===== config.mk =====
export PLATFORM = sky130hd
export DESIGN_NAME = id_ex_skid_stage
export DESIGN_NICKNAME = d
export VERILOG_FILES = /design/src/rtl/id_ex_skid_stage.sv
export SDC_FILE = /design/constraint.sdc
export NUM_CORES = 1
export LEC_CHECK = 0
export ABC_CLOCK_PERIOD_IN_PS = 2800
export BUFFER_PORTS_ARGS = -buffer_cell sky130_fd_sc_hd__buf_2
export CAP_MARGIN = 10
export CORE_MARGIN = 2
export CORE_UTILIZATION = 45
export DETAILED_ROUTE_END_ITERATION = 10
export GPL_TIMING_DRIVEN = 1
export HOLD_SLACK_MARGIN = 0.06
export PLACE_DENSITY_LB_ADDON = 0.08
export RECOVER_POWER = 25
export SLEW_MARGIN = 15
export SYNTH_ARGS = -nofsm -noshare
export SYNTH_HDL_FRONTEND = slang
export SYNTH_SLANG_ARGS = --single-unit

===== constraint.sdc =====
create_clock -name clk_i -period 2.8 [get_ports clk_i]
set_input_delay 0.56 -clock clk_i [delete_from_list [all_inputs] [get_ports clk_i]]
set_output_delay 0.56 -clock clk_i [all_outputs]
set_load 0.01 [all_outputs]

===== src/rtl/id_ex_skid_stage.sv =====
// id_ex_skid_stage: two-entry ID/EX skid buffer whose held operands track write-back bypass.
module id_ex_skid_stage #(
  parameter int XLEN   = 32,
  parameter int CTRL_W = 64,
  parameter int AW     = 5,
  parameter int NUM_WB = 1
) (
  input  logic                   clk_i,
  input  logic                   rst_ni,
  input  logic                   in_valid_i,
  output logic                   in_ready_o,
  input  logic [XLEN-1:0]        in_pc_i,
  input  logic [CTRL_W-1:0]      in_ctrl_i,
  input  logic [AW-1:0]          in_rs1_addr_i,
  input  logic [AW-1:0]          in_rs2_addr_i,
  input  logic [XLEN-1:0]        in_rs1_data_i,
  input  logic [XLEN-1:0]        in_rs2_data_i,
  output logic                   out_valid_o,
  input  logic                   out_ready_i,
  output logic [XLEN-1:0]        out_pc_o,
  output logic [CTRL_W-1:0]      out_ctrl_o,
  output logic [AW-1:0]          out_rs1_addr_o,
  output logic [AW-1:0]          out_rs2_addr_o,
  output logic [XLEN-1:0]        out_rs1_data_o,
  output logic [XLEN-1:0]        out_rs2_data_o,
  input  logic                   flush_i,
  output logic [1:0]             occupancy_o,
  input  logic [NUM_WB-1:0]      wb_wren_i,
  input  logic [NUM_WB*AW-1:0]   wb_addr_i,
  input  logic [NUM_WB*XLEN-1:0] wb_data_i
);
  typedef struct packed {
    logic [XLEN-1:0]   pc;
    logic [CTRL_W-1:0] ctrl;
    logic [AW-1:0]     rs1_addr;
    logic [AW-1:0]     rs2_addr;
    logic [XLEN-1:0]   rs1_data;
    logic [XLEN-1:0]   rs2_data;
  } entry_t;
  typedef enum logic [1:0] {EMPTY = 2'd0, ONE = 2'd1, TWO = 2'd2} state_t;
  state_t state;
  entry_t main_q, skid_q, in_e;
  logic accept, pop;
  // Highest-numbered matching port wins; x0 is never forwarded.
  function automatic logic [XLEN-1:0] byp(input logic [AW-1:0] a, input logic [XLEN-1:0] d);
    byp = d;
    for (int k = 0; k < NUM_WB; k++)
      if (wb_wren_i[k] && wb_addr_i[k*AW +: AW] == a && a != '0) byp = wb_data_i[k*XLEN +: XLEN];
  endfunction
  function automatic entry_t fwd(input entry_t e);
    fwd = e;
    fwd.rs1_data = byp(e.rs1_addr, e.rs1_data);
    fwd.rs2_data = byp(e.rs2_addr, e.rs2_data);
  endfunction
  assign in_e = '{pc: in_pc_i, ctrl: in_ctrl_i, rs1_addr: in_rs1_addr_i, rs2_addr: in_rs2_addr_i,
                  rs1_data: in_rs1_data_i, rs2_data: in_rs2_data_i};
  assign in_ready_o     = state != TWO;
  assign out_valid_o    = state != EMPTY;
  assign occupancy_o    = state;
  assign accept         = in_valid_i && in_ready_o;
  assign pop            = out_valid_o && out_ready_i;
  assign out_pc_o       = main_q.pc;
  assign out_ctrl_o     = main_q.ctrl;
  assign out_rs1_addr_o = main_q.rs1_addr;
  assign out_rs2_addr_o = main_q.rs2_addr;
  assign out_rs1_data_o = main_q.rs1_data;
  assign out_rs2_data_o = main_q.rs2_data;
  always_ff @(posedge clk_i or negedge rst_ni) begin
    if (!rst_ni) begin
      state  <= EMPTY;
      main_q <= '0;
      skid_q <= '0;
    end else if (flush_i) begin
      state <= EMPTY;
    end else begin
      main_q <= (accept && (state == EMPTY || pop)) ? fwd(in_e) :
                (state == TWO && pop)               ? fwd(skid_q) : fwd(main_q);
      skid_q <= (state == ONE && accept && !pop) ? fwd(in_e) : fwd(skid_q);
      state  <= state == EMPTY ? (accept ? ONE : EMPTY) :
                state == ONE   ? ((accept && !pop) ? TWO : (!accept && pop) ? EMPTY : ONE) :
                                 (pop ? ONE : TWO);
    end
  end
endmodule


==> results of run 1 <==
-- layer usage --
layer | vias up | track usage (%) | share of wire (%)
li1 | 6943 | - | -
met1 | 7199 | 37.0 | 41
met2 | 588 | 44.4 | 46
met3 | 118 | 7.96 | 8.8
met4 | 14 | 11.3 | 3.4
met5 | - | 0 | 0.18
-- how the worst max path moves through the flow --
stage / endpoint / startpoint
after floorplan: out_rs2_data_o[0] / wb_addr_i[2]
after global placement: out_rs1_data_o[29] / in_rs1_addr_i[0]
after detailed placement: skid_q[50] / in_rs1_addr_i[0]
after CTS: out_rs1_data_o[8] / occupancy_o[0]
after global routing: skid_q[28] / rst_ni
final: out_rs2_data_o[0] / occupancy_o[0]
-- flip-flops by register name (all words and copies together) (netlist names) --
signal and count:
skid_q 170, out_ctrl_o 64, out_pc_o 32, out_rs1_data_o 32, out_rs2_data_o 32, out_rs1_addr_o 5, out_rs2_addr_o 5, occupancy_o 2
-- cells by family after synthesis --
| logic type | Yosys count | share of synthesized area [%] |
|---|---|---|
| compound gates | 399 | 17.0 |
| xor+xnor | 24 | 1.26 |
| fa+ha+maj | 1 | 0.0747 |
| buf+inv | 217 | 5.31 |
| flops | 342 | 51.1 |
| mux | 126 | 7.99 |
| simple gates | 724 | 17.2 |
-- power groups by stage --
| stage | Combinational [mW] | Sequential, mW | Clock (mW) |
|---|---|---|---|
| after floorplan | 2.11 | 7.47 | 0 |
| after global placement | 3.88 | 7.31 | 0 |
| after detailed placement | 3.98 | 7.37 | 0 |
| after CTS | 3.99 | 7.30 | 5.01 |
| after global routing | 4.44 | 7.49 | 5.21 |
| final | 3.94 | 7.30 | 4.93 |
-- layout make-up --
cell class / count / share of cell area [%]
well taps: 468 / 2.84
clock inverters: 5 / 0.134
diodes: 6 / 0.0729
multi-input cells: 1274 / 36.0
flip-flops and latches: 342 / 41.5
repair buffers: 440 / 12.4
clock buffers: 58 / 5.73
inverters: 69 / 1.26
-- cell usage in the layout (no fill, tap or decap), types with 3 or more instances in the layout --
cell type  synthesis  final
a31oi_1           66     65
xnor2_1           20     20
inv_1             69     69
buf_4              1     33
dfrtp_1          342    342
or3_1              3      3
clkbuf_1          99      8
clkbuf_8           0      9
o31ai_4            1      3
clkbuf_16          0     41
buf_12             0     18
nor2_1            69     68
and2_1             4      4
diode_2            0      6
nand2_1          559    559
o31a_1             3      3
nor3_1            67     67
o211ai_1          32     32
clkinv_2           0      4
mux2i_1           64     64
xor2_1             4      4
buf_2             33    385
clkbuf_2           0      3
o21ai_0          140    140
a221oi_2          30     30
nand3_1            5      5
a22oi_1          107    106
mux2_2            62     62
-- worst max-delay path, cell delays in order, from the launching register on --
cell and delay, ns:
dfrtp_1 0.44, nor2_1 0.23, o21a_4 0.19, buf_12 0.32, buf_4 0.41, nand2_1 0.13
mux2_2 0.28, a31oi_1 0.16
-- through the flow --
| stage | hold WS, ns | util [%] |
|---|---|---|
| finish | 0.209 | 56.3 |
| global route | 0.207 | 56.3 |
| detailed placement | 0.463 | 52.9 |
| CTS | 0.186 | 56.3 |
| global placement | 0.457 | 52.9 |
| floorplan | 0.264 | - |
-- what timing repair did --
item	in CTS	in global routing
hold endpoints to repair	60	0
hold buffers	1	0
resized for setup	0	0
==> impl_results.md, run 1 <==
- Status: finished, violations left
- Violated checks: capacitance limit, slew limit
- Ys Warns: 0
- Worst setup SP type: register
- Dpl cells: 2,592
- Synth cell count leaders: nand2_1, dfrtp_1, o21ai_0
- MaxCap Viol Count: 1
- P_int: 11.0 mW
- Combinational Power Share: 24.4%
- Area of the multi-input gates: 0.00741 mm²
- Final setup slack of the worst path: 0.470 ns
- Netlist Area Pre-Place: 0.0167 mm²
- Tcrit/Tclk final: 83.2%
- Syn_area_per_cell: 9.14 µm²
- WHS Endpoint: skid_q[107]
- Final slew viol count: 67
- Layout cell share with drive strength beyond 1: 27.8%
- Via count: 14,862
- Endpoints failing setup: 0
- Post-synth EDFFs: 0
- Root buf cell: clkbuf_16
- Reg2Reg Setup Slack: 0.47 ns
- Tot GR Track Use: 28.3%
- Synthesized flop and latch total: 342
- Die boundary width: 197 µm
- Detailed router's first-iteration violation count: 997
- Unique masters post-synth: 52
- Hold path start: in_ctrl_i[33]
- Area grow syn2layout: 23.0%
- Setup Skew: 0.0155 ns
- Hold Path Class: in2reg
- Clk_lat worst skew: 0.55 ns
- Final Hold Fails: 0
- Syn_nets: 2,047
- CP Capture Type: register
- Post-synth top area cell: dfrtp_1
- Flop pwr share: 45.2%
- Power Dens Cells: 785 mW/mm²
- Initial antenna violation count: 12
- # H-tree levels: 2
- Core footprint: 0.0366 mm²
- Layout Nets: 2,381
- Register area: 0.00856 mm²
- Most common cell in the netlist: nand2_1
- Worst vdd ir: 531 µV
- CP required: 3.26 ns
- Die H: 197 µm
- Boundary pin count: 387
- Via density: 5.58
- Initial Util: 45.7%
- Synth async-reset ratio: 100%
- Clk slew on worst S/H paths: 0.06 ns
- Critical path data arrival time: 2.79 ns
- Reg-to-Reg End: out_rs2_data_o[0]
- Leak Pwr: 10.2 nW
- Switching Fraction: 31.7%
- Iteration count of the initial detailed-routing pass: 5
- Hold Path Depth: 3
- Setup_tns: 0 ns
- Post CTS Setup Buffer Count: 0
- Final-layout fill cell count: 3,339
- Vias in the first global route: 14,937
- Worst-Margin Slew: 1.87 ns
- DP Area: 0.0194 mm²
- Finished Cell Area: 0.0206 mm²
- Period minus WS final: 2.33 ns
- Die area: 0.0388 mm²
- Slew HR: -24.9%
- Fmax: 429 MHz
- Worst r2r path cells: 7
- Psw: 5.12 mW
- DP Worst Slack: 0.178 ns
- Clock power frac: 30.5%
- CTS tree: done
- First-pass GRT wire length: 85.9 mm
- Synth top area share: 51.1%
- CTS Buf Count: 40
- Drt total wl: 54.6 mm
- Crit path kind: reg2reg
- RSZ-0062 raised after global routing: false
- Max Root-Sink Buffers: 3
- Total grt overflow: 0
- Cells after synthesis: 1,833
- Dpl hpwl: 35.4 mm
- CP Max Fanout: 87
- Critical R2R Launch: occupancy_o[0]
- Top FF cell, synth: dfrtp_1
- Number of port buffers: 386
- DRT antenna net count: 0
- WL/cell: 20.5 µm
- Ranking of synthesized cells by area: dfrtp_1, nand2_1, a22oi_1
- Final Total Pwr: 16.2 mW
- Clock sinks: 342
- Finished Layout Cells: 2,662
- GPL Wtd Cong: 0.892
- Sequential share of the synthesized area: 51.1%
- DRC Markers: 0
- # rows: 70
- Largest net degree at the start of global routing: 107
(Power assumes the default switching activity.)
==> run 2, diff against run 1 <==
Settings changed: ABC_CLOCK_PERIOD_IN_PS 2800 to 2150.
Clock period 2.8 ns to 2.15 ns, I/O delays scaled along.
==> run 2 against run 1 <==
  * The flow now finishes without violations
  * Worst hold slack lost 0.11 ns
  * Setup slack lost 0.42 ns
  * Maximum frequency grew 11%
  * Critical path depth grew 1
  * Core utilization grew 2.3 points
  * Cell count grew 2.1%
  * Critical path type unchanged
  * First-iteration DRC count grew 2.4%
==> impl_results.md, run 2 (synthesis gave the netlist of run 1 again) <==
- Status: complete, no violations
- Endpoints failing setup: 0
- Vias in the first global route: 15,255
- Final Hold Fails: 0
- Die area: 0.0388 mm²
- Largest Register: skid_q
- Slew HR: 23.2%
- Worst r2r path cells: 8
- GPL Wtd Cong: 0.856
- Root buf cell: clkbuf_16
- Core footprint: 0.0366 mm²
- Clk slew on worst S/H paths: 0.06 ns
- CP Capture Type: register
- Layout cell share with drive strength beyond 1: 30.0%
- Critical path data arrival time: 2.50 ns
- First-pass GRT wire length: 85.1 mm
- Period minus WS final: 2.10 ns
- Hold Path Depth: 3
- Via density: 5.55
- Drt total wl: 55.0 mm
- Finished Layout Cells: 2,717
- Boundary pin count: 387
- Hold WS: 0.0985 ns
- Hold Path Class: in2reg
- Critical R2R Launch: skid_q[71]
- Setup_tns: 0 ns
- Dpl cells: 2,637
- Initial antenna violation count: 11
- Dpl hpwl: 36.3 mm
- Total grt overflow: 0
- Iteration count of the initial detailed-routing pass: 5
- Clk_lat worst skew: 0.54 ns
- Leak Pwr: 10.6 nW
- Tcrit/Tclk final: 97.5%
- Number of port buffers: 386
- Power Dens Cells: 1010 mW/mm²
- DRT antenna net count: 0
- Layout Nets: 2,430
- Max Root-Sink Buffers: 3
- # rows: 70
- Worst setup SP type: register
- WL/cell: 20.2 µm
- Area grow syn2layout: 28.1%
- CP Max Fanout: 18
- CP required: 2.56 ns
- MaxCap Viol Count: 0
- Fmax: 477 MHz
- Detailed router's first-iteration violation count: 1,021
- Commonest non-fill, non-tap cell in the layout: nand2_1
- Final slew viol count: 0
- DRC Markers: 0
- Die H: 197 µm
- Initial Util: 45.7%
- Largest net degree at the start of global routing: 91
- Max reg flops: 170
- CTS Buf Count: 39
- Leading cell types in the layout, fill and taps excluded: nand2_1, buf_2, dfrtp_1
- Final Total Pwr: 21.7 mW
- Via count: 15,080
- Worst-Margin Slew: 1.15 ns
- Crit path kind: reg2reg
- Tot GR Track Use: 27.9%
- Crit path launch: skid_q[71]
- Hold path start: in_ctrl_i[29]
- Worst vdd ir: 610 µV
- # H-tree levels: 2
- Setup Skew: 0.00967 ns
- CTS tree: done
- Die boundary width: 197 µm
- Clock sinks: 342
-- run 2: where the power goes --
part	internal (mW)	switching, mW	total [mW]	leakage, nW
logic	2.41	2.97	5.38	5.79
registers	8.38	1.10	9.49	4.15
clock network	4.18	2.67	6.85	0.660
-- run 2: path summary, 6_finish.rpt --
path,slack [ns],endpoint
setup / recovery,0.05,out_rs1_data_o[11]
hold / removal,0.1,skid_q[103]
setup reg to reg,0.05,out_rs1_data_o[11]
hold reg to reg,0.47,out_ctrl_o[21]
max in group asynchronous,0.23,out_rs1_data_o[10]
min in group asynchronous,0.68,skid_q[36]
-- run 2: stage by stage --
step	utilization [%]	instance area [µm²]	setup slack, ns
global placement	54.6	20000	-0.131
global route	58.6	21400	-0.0132
floorplan	-	16800	-0.0189
finish	58.6	21400	0.0535
CTS	58.4	21400	0.0163
detailed placement	54.6	20000	-0.182
-- run 2: final cells by class --
class	count	area, µm²
fill	3317	15200
sequential	342	8560
multi-input combinational	1274	7460
timing repair buffer	490	3240
clock buffer	62	1280
tap	468	586
inverter	69	259
clock inverter	3	40.0
antenna	9	22.5
-- run 2: worst max-delay path, cell delays in order (launching register included) --
cell and delay, ns:
dfrtp_1 0.38, or4_4 0.55, a21oi_4 0.20, buf_6 0.12, buf_4 0.12, o31ai_4 0.09
buf_12 0.19, mux2i_1 0.21, a31oi_1 0.11
-- run 2: routing by layer --
layer	GRT usage (%)	wire (µm)	up-vias
met5	0	59	-
met4	10.4	1690	10
met3	7.10	4510	113
met2	44.9	26000	593
met1	36.4	22700	7328
li1	-	-	7036
-- run 2: timing repair --
item / in CTS / in global routing
gates cloned: 1 / 4
pin swaps: 2 / 12
hold buffers: 1 / 0
endpoints found under the hold margin: 29 / 0
gates resized for setup: 5 / 8
setup buffers: 1 / 0
setup endpoints to repair: 32 / 77
